`src/rtl/fifo_wr_arbiter_if.sv`:
```
// Write-port bundle between M upstream requesters, the arbiter and the fifo
// write side. The arbiter connects through the slave modport; the upstream
// and fifo side (or a testbench) drives through the master modport.
interface fifo_wr_arbiter_if #(
  parameter int N = 8,
  parameter int M = 3
);
  logic [M-1:0]   S_VALID;
  logic [M-1:0]   S_READY;
  logic [M*N-1:0] S_DATA;
  logic [M-1:0]   S_LAST;
  logic           WVALID;
  logic           WREADY;
  logic [N-1:0]   WDATA;
  logic [M-1:0]   GRANT;
  logic           BUSY;

  modport slave (
    input  S_VALID, S_DATA, S_LAST, WREADY,
    output S_READY, WVALID, WDATA, GRANT, BUSY
  );

  modport master (
    output S_VALID, S_DATA, S_LAST, WREADY,
    input  S_READY, WVALID, WDATA, GRANT, BUSY
  );
endinterface

```
`src/rtl/fifo_wr_arbiter.sv`:
```
// Packet-locked round-robin arbiter sharing one fifo write port between M
// requesters. The owner keeps the port until its LAST beat is accepted, so
// packets never interleave in the fifo.
module fifo_wr_arbiter #(
  parameter int N = 8,
  parameter int M = 3
) (
  input  logic              clock,
  input  logic              reset,
  fifo_wr_arbiter_if.slave  bus
);

  localparam int PW = (M > 1) ? $clog2(M) : 1;

  typedef enum logic {ST_IDLE, ST_LOCKED} state_t;

  state_t          state_q, state_d;
  logic [PW-1:0]   g_q, g_d;
  logic [PW-1:0]   p_q, p_d;
  logic [M-1:0]    grant_q, grant_d;

  logic            found;
  logic [PW-1:0]   win;
  logic            accept_last;

  // Route the owner's beat to the fifo; nothing is presented while idle.
  always_comb begin
    // NOTE: every output gets a default first so no path leaves it unassigned and a latch is never inferred.
    bus.WVALID  = 1'b0;
    bus.WDATA   = '0;
    bus.S_READY = '0;
    if (state_q == ST_LOCKED) begin
      bus.WVALID       = bus.S_VALID[g_q];
      bus.WDATA        = bus.S_DATA[g_q*N +: N];
      bus.S_READY[g_q] = bus.WREADY;
    end
  end

  assign accept_last = (state_q == ST_LOCKED) && bus.S_VALID[g_q] &&
                       bus.WREADY && bus.S_LAST[g_q];

  // Rotating search: first valid requester starting at p, wrapping at M.
  always_comb begin
    int            idx;
    logic [PW-1:0] idx_w;
    found = 1'b0;
    win   = '0;
    idx   = 0;
    idx_w = '0;
    for (int k = 0; k < M; k++) begin
      idx = int'(p_q) + k;
      if (idx >= M) idx = idx - M;
      idx_w = idx[PW-1:0];
      if (!found && bus.S_VALID[idx_w]) begin
        found = 1'b1;
        win   = idx_w;
      end
    end
  end

  // Re-arbitrate when idle or when the owner's LAST beat is accepted.
  always_comb begin
    state_d = state_q;
    g_d     = g_q;
    p_d     = p_q;
    grant_d = grant_q;
    if (state_q == ST_IDLE || accept_last) begin
      if (found) begin
        state_d      = ST_LOCKED;
        g_d          = win;
        p_d          = (win == PW'(M - 1)) ? '0 : win + 1'b1;
        grant_d      = '0;
        grant_d[win] = 1'b1;
      end else begin
        state_d = ST_IDLE;
        grant_d = '0;
      end
    end
  end

  // Arbitration state register; reset drops the grant without a clock edge.
  // NOTE: sequential state uses non-blocking assignments and an asynchronous active-low clear.
  always_ff @(posedge clock or negedge reset) begin
    if (!reset) begin
      state_q <= ST_IDLE;
      g_q     <= '0;
      p_q     <= '0;
      grant_q <= '0;
    end else begin
      state_q <= state_d;
      g_q     <= g_d;
      p_q     <= p_d;
      grant_q <= grant_d;
    end
  end

  assign bus.GRANT = grant_q;
  assign bus.BUSY  = (state_q == ST_LOCKED);

endmodule

```
`src/flat_wrapper.sv`:
```
// flat-port wrapper written by rule: the top's interface ports become plain ports
module fifo_wr_arbiter_flat 
#(
  parameter int N = 8,
  parameter int M = 3
)
  (clock, reset, bus_S_VALID, bus_S_DATA, bus_S_LAST, bus_WREADY, bus_S_READY, bus_WVALID, bus_WDATA, bus_GRANT, bus_BUSY);
  fifo_wr_arbiter_if #(.N(N), .M(M)) bus_i ();
  input  logic clock;
  input  logic reset;
  input wire logic [$bits(bus_i.S_VALID)-1:0] bus_S_VALID;
  input wire logic [$bits(bus_i.S_DATA)-1:0] bus_S_DATA;
  input wire logic [$bits(bus_i.S_LAST)-1:0] bus_S_LAST;
  input wire logic [$bits(bus_i.WREADY)-1:0] bus_WREADY;
  output wire logic [$bits(bus_i.S_READY)-1:0] bus_S_READY;
  output wire logic [$bits(bus_i.WVALID)-1:0] bus_WVALID;
  output wire logic [$bits(bus_i.WDATA)-1:0] bus_WDATA;
  output wire logic [$bits(bus_i.GRANT)-1:0] bus_GRANT;
  output wire logic [$bits(bus_i.BUSY)-1:0] bus_BUSY;
  assign bus_i.S_VALID = bus_S_VALID;
  assign bus_i.S_DATA = bus_S_DATA;
  assign bus_i.S_LAST = bus_S_LAST;
  assign bus_i.WREADY = bus_WREADY;
  assign bus_S_READY = bus_i.S_READY;
  assign bus_WVALID = bus_i.WVALID;
  assign bus_WDATA = bus_i.WDATA;
  assign bus_GRANT = bus_i.GRANT;
  assign bus_BUSY = bus_i.BUSY;
  fifo_wr_arbiter #(.N(N), .M(M)) u_core (.clock(clock), .reset(reset), .bus(bus_i));
endmodule
```
`config.mk`:
```
export PLATFORM = sky130hd
export DESIGN_NAME = fifo_wr_arbiter_flat
export DESIGN_NICKNAME = d
export VERILOG_FILES = /design/src/rtl/fifo_wr_arbiter_if.sv /design/src/rtl/fifo_wr_arbiter.sv /design/src/flat_wrapper.sv
export SDC_FILE = /design/constraint.sdc
export NUM_CORES = 1
export LEC_CHECK = 0
export CORE_ASPECT_RATIO = 1.75
export CORE_MARGIN = 2
export CORE_UTILIZATION = 33
export DETAILED_ROUTE_END_ITERATION = 10
export PLACE_DENSITY = 0.78
export SYNTH_ARGS = -nofsm -noshare
export SYNTH_HDL_FRONTEND = slang
export SYNTH_SLANG_ARGS = --single-unit
```
`constraint.sdc`:
```
create_clock -name clock -period 2.2 [get_ports clock]
set_clock_uncertainty 0.2 [all_clocks]
set_input_delay 0.33 -clock clock [delete_from_list [all_inputs] [get_ports clock]]
set_output_delay 0.33 -clock clock [all_outputs]
set_load 0.02 [all_outputs]
```
# After elaboration in Yosys (flattened, before gate mapping)
# Cells that the tools add are included.
dict set report op_classes {
  n_lt_le_gt_ge 10
  n_addsub 6
  bitwise 2
  div_mod_pow 0
  n_mul 0
  n_mux 29
  n_eq_ne 1
  n_shift 1
  n_reduce_logical 11
}
# op n
set ops {}
lappend ops {{24-bit by 6-bit indexed part select with 8-bit output} 1}
lappend ops {{2-bit by 3-bit < comparator with 1-bit output (second input constant)} 5}
lappend ops {{2-bit two-way mux} 7}
lappend ops {{1-bit two-way mux} 12}
lappend ops {{1-bit binary-select mux with 2-bit select} 5}
lappend ops {{8-bit two-way mux} 1}
lappend ops {{1-bit logical AND} 7}
lappend ops {{3-bit by 2-bit >= comparator with 1-bit output (second input constant)} 2}
lappend ops {{3-bit two-way mux} 2}
lappend ops {{1-bit demux with 2-bit select} 2}
lappend ops {{2-bit by 1-bit >= comparator with 1-bit output (second input constant)} 2}
lappend ops {{2-bit by 1-bit subtractor with 2-bit output (second input constant)} 2}
lappend ops {{2-bit by 1-bit adder with 3-bit output (second input constant)} 1}
lappend ops {{2-bit by 2-bit adder with 3-bit output (second input constant)} 1}
lappend ops {{3-bit AND} 1}
lappend ops {{2-bit by 1-bit adder with 2-bit output (second input constant)} 1}
lappend ops {{2-bit == test (second input constant)} 1}
lappend ops {{2-bit >= comparator (second input constant)} 1}
lappend ops {{1-bit logical NOT} 2}
lappend ops {{2-bit AND reduction} 1}
lappend ops {{2-bit subtractor (second input constant)} 1}
lappend ops {{1-bit logical OR} 1}
lappend ops {{1-bit NOT} 1}
dict set report totals {
  output_inout_bits 16
  latchBits 0
  input_bits 33
  romBits 0
  ram_bits 0
  elab_cells 64
  regBits 8
  memories 0
}

# Depth between registers and ports, before layout
# Gate-level depths: netlist of the first run.
dict set report depth {
  depth_word 16
  ltp_mapped 8
  mapped_depth_nobuf 7
}

# Worst setup path before layout of the first run
# OpenSTA, ideal clock, no wires.
dict set report synth_path {
  kind {flip-flop to flip-flop}
  start {reg u_core.p_q[0]}
  end {reg u_core.g_q[1]}
  period_less_slack_ps 2144
  setup_ps 128
  arrival_ps 1817
  stages_incl_launch_ff 9
  required_ps 1872
  setup_slack_ps 56
  n_path_buf 1
  cell_sequence {dfrtp_1 -> inv_1 -> ha_1 -> buf_2 -> nor2b_1 -> o31a_1 -> nor3_2 -> nor2_2 -> mux2_1}
}
dict set report synth_via {
  elab_chain_cells 12
  word_cells_on_any_way 28
  classes_between {add/sub: 5; order compare: 3; mux: 15; reduce/logical: 5}
}
# item line_no
set synth_lines {}
lappend synth_lines {{start, declared} fifo_wr_arbiter.sv:19} ;# logic [PW-1:0] p_q, p_d;
lappend synth_lines {{start signal, assigned} fifo_wr_arbiter.sv:92} ;# p_q <= p_d;
lappend synth_lines {{parallel branches: the longest is 12 deep, another holds 2-bit by 1-bit adder with 3-bit output} --}
lappend synth_lines {{end signal, assigned} fifo_wr_arbiter.sv:91} ;# g_q <= g_d;
lappend synth_lines {{end, declared} fifo_wr_arbiter.sv:18} ;# logic [PW-1:0] g_q, g_d;
# Several ways; the timed one is not identified. The select of a mux whose other input is x is not followed.
# A chain may end at the register's enable or synchronous reset.

# Final worst setup path of the first run
dict set report layout_path {
  start {reg u_core.p_q[0]}
  end {reg u_core.grant_q[2] (netlist: u_core.bus.GRANT[2])}
}
dict set report layout_via {
  elab_chain_cells 16
  word_cells_on_any_way 33
  classes_between {add/sub: 5; order compare: 5; mux: 18; reduce/logical: 5}
}
# item line_no
set layout_lines {}
lappend layout_lines {{parallel branches: the longest is 15 deep, another holds 2-bit by 1-bit adder with 3-bit output} --}
lappend layout_lines {{3-bit two-way mux *} fifo_wr_arbiter.sv:68} ;# if (found) begin
lappend layout_lines {{end signal, assigned} fifo_wr_arbiter.sv:93} ;# grant_q <= grant_d;
lappend layout_lines {{end, declared} fifo_wr_arbiter.sv:20} ;# logic [M-1:0] grant_q, grant_d;
# Every way passes the cells marked *. The select of a mux whose other input is x is not followed.

==> impl_results.rst, run 1 <==
.. list-table::
   :header-rows: 1

   * - Metric
     - Value
   * - Post-detailed-routing wire length
     - about 2800 µm
   * - CTS tree
     - yes
   * - Capturing element type of the critical path
     - flop
   * - CP delay by family, top
     - simple AND/OR/NAND/NOR gates
   * - CP dominant cell by count
     - buf_4
   * - Transition time at the pin with the least slew margin
     - approximately 0.37 ns
   * - Core area
     - approximately 0.0023 mm²
   * - Asr flop ratio synth
     - 1.000
   * - Wire length of the first global-routing pass
     - 4347 µm
   * - Critical Path RT
     - 2.11 ns
   * - Die area
     - 0.002901 mm²
   * - Synthesis warning total
     - 0
   * - Height of the chip
     - 69.77 µm
   * - Worst path slowest cell
     - dfrtp_1
   * - Clock edge transition at the registers on the reported setup and hold paths
     - 0.04 ns
   * - Post-synthesis average cell area
     - between 8 and 9 µm²
   * - Average detailed-routed wire length per instance
     - 14.88 µm
   * - Reg-to-Reg Start
     - u_core.p_q[0]
   * - Max-cap violation count
     - 0
   * - Standard-cell row count
     - 23
   * - I/O pin count
     - 49
   * - Setup violators final
     - 0
   * - Total of buffers placed on input and output ports
     - 48
   * - CTS Root Buffer Type
     - clkbuf_8
   * - Initial antenna violation count
     - 0
   * - Total clock buffers created by CTS
     - 3
   * - Seq cells post-synth
     - 8
   * - Final hold vios
     - 0
   * - Die outline width
     - 41.59 µm
   * - Final design utilization
     - 0.6726
   * - Routed vias/inst
     - between 5 and 6
   * - Top layer in use
     - met4
   * - Reported leakage power
     - ~0.7 nW
   * - Cell chain of the critical path
     - buf_4 -> ha_4 -> nor2b_1 -> o31a_1 -> nor3_4 -> nor2_2 -> buf_4 -> a22o_1
   * - Clock sink total
     - 8
   * - Unique cell type count in the Yosys netlist
     - 37
   * - Launch point of the critical path
     - u_core.p_q[0]
   * - Worst setup SP type
     - flop
   * - Fmax achieved
     - between 400 and 500 MHz
   * - Vias
     - 999
   * - Number of cells produced by synthesis
     - roughly 100
   * - Commonest register cell after synthesis
     - dfrtp_1
   * - Weighted congestion at the end of routability-driven global placement
     - ~0.85
   * - Slew HR
     - 0.7506
   * - Total routing usage reported by global routing
     - 0.1876
   * - Sum of buffers and inverters on the critical path
     - 2
   * - Clock insertion delay at the later pin of the skew report
     - 0.22 ns
   * - Number of detailed-routing iterations run before antenna repair
     - 4
   * - Post-route total power
     - slightly above 2 mW
   * - Hold_ws
     - 0.1917 ns
   * - Via count of the first global-routing pass
     - 993
   * - Bufs on Longest Clock Path
     - 2
   * - Layout area overhead
     - 92.18%
   * - Met2 WL
     - 1448 µm
   * - VDD IR-drop max
     - between 700 and 800 µV
   * - Number of levels the H-tree was split into
     - 1
   * - Final net count
     - around 200
   * - Critical Path Fanout Max
     - 8
   * - Maximum number of pins on one net before global-route repair
     - 13
   * - CP arrival
     - between 2 and 2.5 ns
   * - Cell area after technology mapping
     - 815.8 µm²
   * - Slowest cell delay on critical path
     - approximately 0.39 ns
   * - Metal-1 WL
     - 1000 µm
   * - Aggregate global routing overflow
     - 0
   * - Remaining number of nets flagged by the antenna check after routing
     - 0
   * - Result of the run
     - completed
   * - Power per cell area
     - approximately 1300 mW/mm²
   * - Post-DP HPWL
     - 2158 µm
   * - Worst Setup Path Type
     - reg -> reg
   * - Post-synth EDFFs
     - 0
   * - N_diodes
     - 0
   * - Met3 wirelength from detailed routing
     - between 200 and 300 µm
   * - Final Cycle Share
     - 0.9897
   * - Worst hold-check path type
     - in -> async
   * - Share of the yosys chip area belonging to registers
     - 0.2454
   * - Syn Nets
     - between 100 and 150
   * - Initial detailed-routing violation count
     - 15
   * - Final Slew Violations
     - 0
   * - Final worst path period need
     - ~2.2 ns
   * - Starting utilization of the core area
     - 0.3500
   * - Number of DRC violations after detailed routing
     - 0
   * - Proportion of layout cells with a drive suffix above 1
     - 0.2761
==> per-stage QoR <==
stage	area (µm²)	instances	setup WS (ns)	TNS [ns]
after floorplan	815.8	99	0.05559	0
after global placement	1416	181	-0.2162	-0.6009
after detailed placement	1416	181	-0.2227	-0.8179
after CTS	1456	184	0.003471	0
after global routing	1568	188	-0.03093	-0.07872
final	1568	188	0.02265	0
==> cell families (layout without fill, tap and decap cells) <==
| logic type | after synthesis | after routing | synth area share |
|---|---|---|---|
| AO/OA/AOI/OAI | 23 | 23 | 0.2101 |
| buffers and inverters | 12 | 76 | 0.07209 |
| AND/OR/NAND/NOR | 38 | 38 | 0.2408 |
| multiplexers | 15 | 15 | 0.1856 |
| flip-flops | 8 | 8 | 0.2454 |
| adder cells (fa/ha/maj) | 3 | 3 | 0.04602 |
==> power breakdown <==
part | switching [mW] | internal, mW | total [mW]
sequential | 0.0565 | 0.212 | 0.268
combinational | 0.796 | 0.803 | 1.60
clock | 0.0519 | 0.118 | 0.170
total | 0.904 | 1.13 | 2.04
==> cells in the final DEF, fill, tap and decap left out, types with 2 or more instances in the layout <==
cell             count
a21oi_1              8
buf_4               18
clkbuf_8             3
clkdlybuf4s50_1     36
dfrtp_1              6
dfrtp_2              2
dlygate4sd2_1       11
ha_4                 3
inv_1                3
inv_2                2
mux2i_1             12
mux2i_2              2
nand2_1              5
nand3b_1             2
nor2_1              17
nor2b_1              4
nor3b_1              2
o21ai_0              2
o21ai_2              2
o2bb2ai_2            2
==> per-layer routing <==
layer | vias up | track usage
met4 | 0 | 0.1111
met2 | 58 | 0.3403
li1 | 477 | -
met1 | 454 | 0.1744
met3 | 10 | 0.05990
met5 | - | 0
==> sequential cells by signal, indices dropped and copies added (netlist names) <==
signal / count
u_core.bus.GRANT: 3
u_core.p_q: 2
u_core.g_q: 2
u_core.bus.BUSY: 1
==> final cells by class <==
type / instances / area (µm²)
repair buffers: 67 / 624.3
multi-input cells: 79 / 645.6
inverters: 6 / 22.52
well taps: 25 / 31.28
clock buffers: 3 / 41.29
flip-flops and latches: 8 / 202.7
fillers: 177 / 763.2
==> timing repair <==
| action | in CTS | in global routing |
|---|---|---|
| pin swaps | 0 | 4 |
| hold buffers | 0 | 0 |
| resized for setup | 15 | 17 |
| endpoints found under the hold margin | 0 | 0 |
| buffers inserted | 0 | 4 |
| setup endpoints to repair | 16 | 10 |
==> cell usage after synthesis (2+ instances only) <==
library cell | instances | area, µm²
a21oi_1 | 9 | 45.04
inv_1 | 5 | 18.77
nor2_1 | 17 | 63.81
o21ai_0 | 2 | 10.01
nor2b_1 | 4 | 25.02
nor3b_1 | 2 | 15.01
ha_1 | 3 | 37.54
clkbuf_1 | 2 | 7.510
dfrtp_1 | 8 | 200.2
mux2i_1 | 14 | 140.1
buf_2 | 2 | 10.01
nand3b_1 | 2 | 15.01
nand2_1 | 5 | 18.77
==> final timing paths <==
check                                            to  slack, ns  cells after the start
worst max-delay path            u_core.bus.GRANT[2]       0.02                      8
worst min-delay path            u_core.bus.GRANT[1]       0.19                      1
worst max register to register  u_core.bus.GRANT[2]       0.02                      8
worst min register to register  u_core.bus.GRANT[0]       0.29                      2
max in group asynchronous             u_core.p_q[1]       1.32                      1
min in group clock              u_core.bus.GRANT[0]       0.29                      2
(Power assumes the default switching activity.)
==> run 2, diff against run 1 <==
--- a/config.mk
+++ b/config.mk
@@ -5,11 +5,11 @@
 export SDC_FILE = /design/constraint.sdc
 export NUM_CORES = 1
 export LEC_CHECK = 0
-export CORE_ASPECT_RATIO = 1.75
 export CORE_MARGIN = 2
-export CORE_UTILIZATION = 33
+export CORE_UTILIZATION = 37
 export DETAILED_ROUTE_END_ITERATION = 10
-export PLACE_DENSITY = 0.78
+export PLACE_DENSITY = 0.83
 export SYNTH_ARGS = -nofsm -noshare
 export SYNTH_HDL_FRONTEND = slang
 export SYNTH_SLANG_ARGS = --single-unit
+export TNS_END_PERCENT = 50
==> constraint.sdc (replaced) <==
create_clock -name clock -period 2.3 [get_ports clock]
set_clock_uncertainty 0.2 [all_clocks]
set_input_delay 0.345 -clock clock [delete_from_list [all_inputs] [get_ports clock]]
set_output_delay 0.345 -clock clock [all_outputs]
set_load 0.02 [all_outputs]
==> impl_results.rst, run 2 (same netlist as run 1, synthesis figures left out) <==
.. list-table::
   :header-rows: 1

   * - Metric
     - Value
   * - Final hold vios
     - 0
   * - Core area
     - 0.002022 mm²
   * - Worst hold-check path type
     - in -> async
   * - Critical Path RT
     - roughly 2.2 ns
   * - Cell Count, Final, Fillers Out
     - roughly 180
   * - Hold_ws
     - between 0.15 and 0.2 ns
   * - CTS tree
     - yes
   * - Number of cells after detailed placement
     - between 150 and 200
   * - Setup violators final
     - 0
   * - Critical Path Fanout Max
     - 9
   * - Clock insertion delay at the later pin of the skew report
     - approximately 0.25 ns
   * - Worst path slowest cell
     - dfrtp_1
   * - Post-route total power
     - around 1.6 mW
   * - Total of buffers placed on input and output ports
     - 48
   * - Number of detailed-routing iterations run before antenna repair
     - 4
   * - Number of DRC violations after detailed routing
     - 0
   * - Max-cap violation count
     - 0
   * - Vias
     - approximately 950
   * - Final setup TNS
     - 0 ns
   * - Slew HR
     - 0.7538
   * - Switching power share of the total
     - 0.4709
   * - Final net count
     - a little under 200
   * - Slowest cell delay on critical path
     - roughly 0.4 ns
   * - Maximum number of pins on one net before global-route repair
     - 12
   * - Largest register FFs
     - 3
   * - Sum of buffers and inverters on the critical path
     - 1
   * - Capturing element type of the critical path
     - flop
   * - DP Worst Slack
     - -0.07743 ns
   * - Layout area overhead
     - 72.70%
   * - Worst setup SP type
     - flop
   * - Bufs on Longest Clock Path
     - 2
   * - N_diodes
     - 0
   * - Final worst path period need
     - roughly 2.2 ns
   * - Proportion of layout cells with a drive suffix above 1
     - 0.1667
   * - Aggregate global routing overflow
     - 0
   * - Final design utilization
     - 0.6968
   * - Flop pwr share
     - 0.159
   * - Via count of the first global-routing pass
     - about 900
   * - Power per cell area
     - between 1000 and 1500 mW/mm²
   * - Die outline width
     - 50.96 µm
   * - Weighted congestion at the end of routability-driven global placement
     - a little under 0.8
   * - Starting utilization of the core area
     - 0.4035
   * - Worst Setup Path Type
     - reg -> reg
   * - Total routing usage reported by global routing
     - 0.1919
   * - Placement-stage cell area
     - 0.001384 mm²
   * - Remaining number of nets flagged by the antenna check after routing
     - 0
   * - Routed vias/inst
     - about 5.2
   * - I/O pin count
     - approximately 50
   * - Most frequent standard cell in the layout excluding fill and tap cells
     - clkdlybuf4s50_1
   * - Clk network pwr share
     - 0.068
   * - Standard-cell row count
     - 16
   * - Most used cells in the layout excluding fill and tap cells
     - clkdlybuf4s50_1 (36), nor2_1 (17), mux2i_1 (14)
   * - Number of buffers inserted to repair setup after CTS
     - 0
   * - CTS Root Buffer Type
     - clkbuf_4
   * - Cell area after layout
     - between 0.001 and 0.0015 mm²
   * - Initial antenna violation count
     - 0
   * - Height of the chip
     - about 50 µm
   * - Final Slew Violations
     - 0
   * - Total clock buffers created by CTS
     - 3
   * - CP arrival
     - 2.18 ns
   * - Worst setup slack after layout
     - between 0.05 and 0.06 ns
   * - Post-DP HPWL
     - between 2000 and 2500 µm
   * - Transition time at the pin with the least slew margin
     - around 0.37 ns
   * - VDD IR-drop max
     - about 700 µV
   * - Setup repair after global routing missed its margin
     - yes
   * - Wire length of the first global-routing pass
     - 3864 µm
   * - Fmax achieved
     - between 400 and 500 MHz
   * - CP delay by family, top
     - simple AND/OR/NAND/NOR gates
   * - Cell chain of the critical path
     - inv_1 -> ha_2 -> nor2b_1 -> o31a_1 -> nor3_2 -> nor2_2 -> mux2_1
   * - Die area
     - 0.002596 mm²
   * - Final Cycle Share
     - 0.9746
   * - Result of the run
     - completed
   * - Internal cell power
     - around 840 µW
   * - Clock edge transition at the registers on the reported setup and hold paths
     - around 0.06 ns
   * - Post-detailed-routing wire length
     - about 2500 µm
   * - NetSw
     - approximately 750 µW
   * - Clock sink total
     - 8
   * - Initial detailed-routing violation count
     - 16
   * - Comb power frac
     - 0.772
   * - Reported leakage power
     - between 0.6 and 0.7 nW
   * - Average detailed-routed wire length per instance
     - approximately 14 µm
   * - Number of levels the H-tree was split into
     - 1
## run 2: final cells by class
class	count	area, µm²
clock buffers	3	22.52
multi-input cells	79	561.8
repair buffers	60	566.8
fillers	169	613.1
flip-flops and latches	8	201.4
inverters	6	22.52
well taps	27	33.78
## run 2: layer usage
| metal | vias up | routed length, µm | share of wire | global-route usage |
|---|---|---|---|---|
| met1 | 442 | 1034 | 0.42 | 0.2152 |
| met5 | - | 0 | 0 | 0 |
| li1 | 461 | - | - | - |
| met4 | 0 | 0 | 0 | 0.02703 |
| met3 | 0 | 254 | 0.10 | 0.05263 |
| met2 | 48 | 1196 | 0.48 | 0.3636 |
## run 2: worst paths after layout
path	startpoint	end	slack [ns]	cells after the start
min reg2reg	u_core.bus.GRANT[1]	u_core.bus.GRANT[1]	0.29	2
max reg2reg	u_core.p_q[0]	u_core.g_q[1]	0.06	7
max in group asynchronous	reset	u_core.g_q[0]	1.46	1
max	u_core.p_q[0]	u_core.g_q[1]	0.06	7
min	reset	u_core.p_q[0]	0.16	1
min in group clock	u_core.bus.GRANT[1]	u_core.bus.GRANT[1]	0.29	2
## run 2: power groups by stage
stage          clock network (mW)  registers (mW)  logic, mW
2_1_floorplan                   0           0.268      0.775
3_3_place_gp                    0           0.247       1.26
3_5_place_dp                    0           0.249       1.29
4_1_cts                     0.111           0.249       1.22
5_1_grt                     0.123           0.259       1.32
6_report                    0.108           0.253       1.23
## run 2: what timing repair did
item	CTS	global route
resized for setup	11	5
setup endpoints to repair	11	9
hold buffers	0	0
==> run 3, diff against run 2 <==
--- a/config.mk
+++ b/config.mk
@@ -5,6 +5,7 @@
 export SDC_FILE = /design/constraint.sdc
 export NUM_CORES = 1
 export LEC_CHECK = 0
+export CAP_MARGIN = 5
 export CORE_MARGIN = 2
 export CORE_UTILIZATION = 37
 export DETAILED_ROUTE_END_ITERATION = 10
==> results of run 3 <==
Final layout, timing and power as in run 2 (identical DEF).
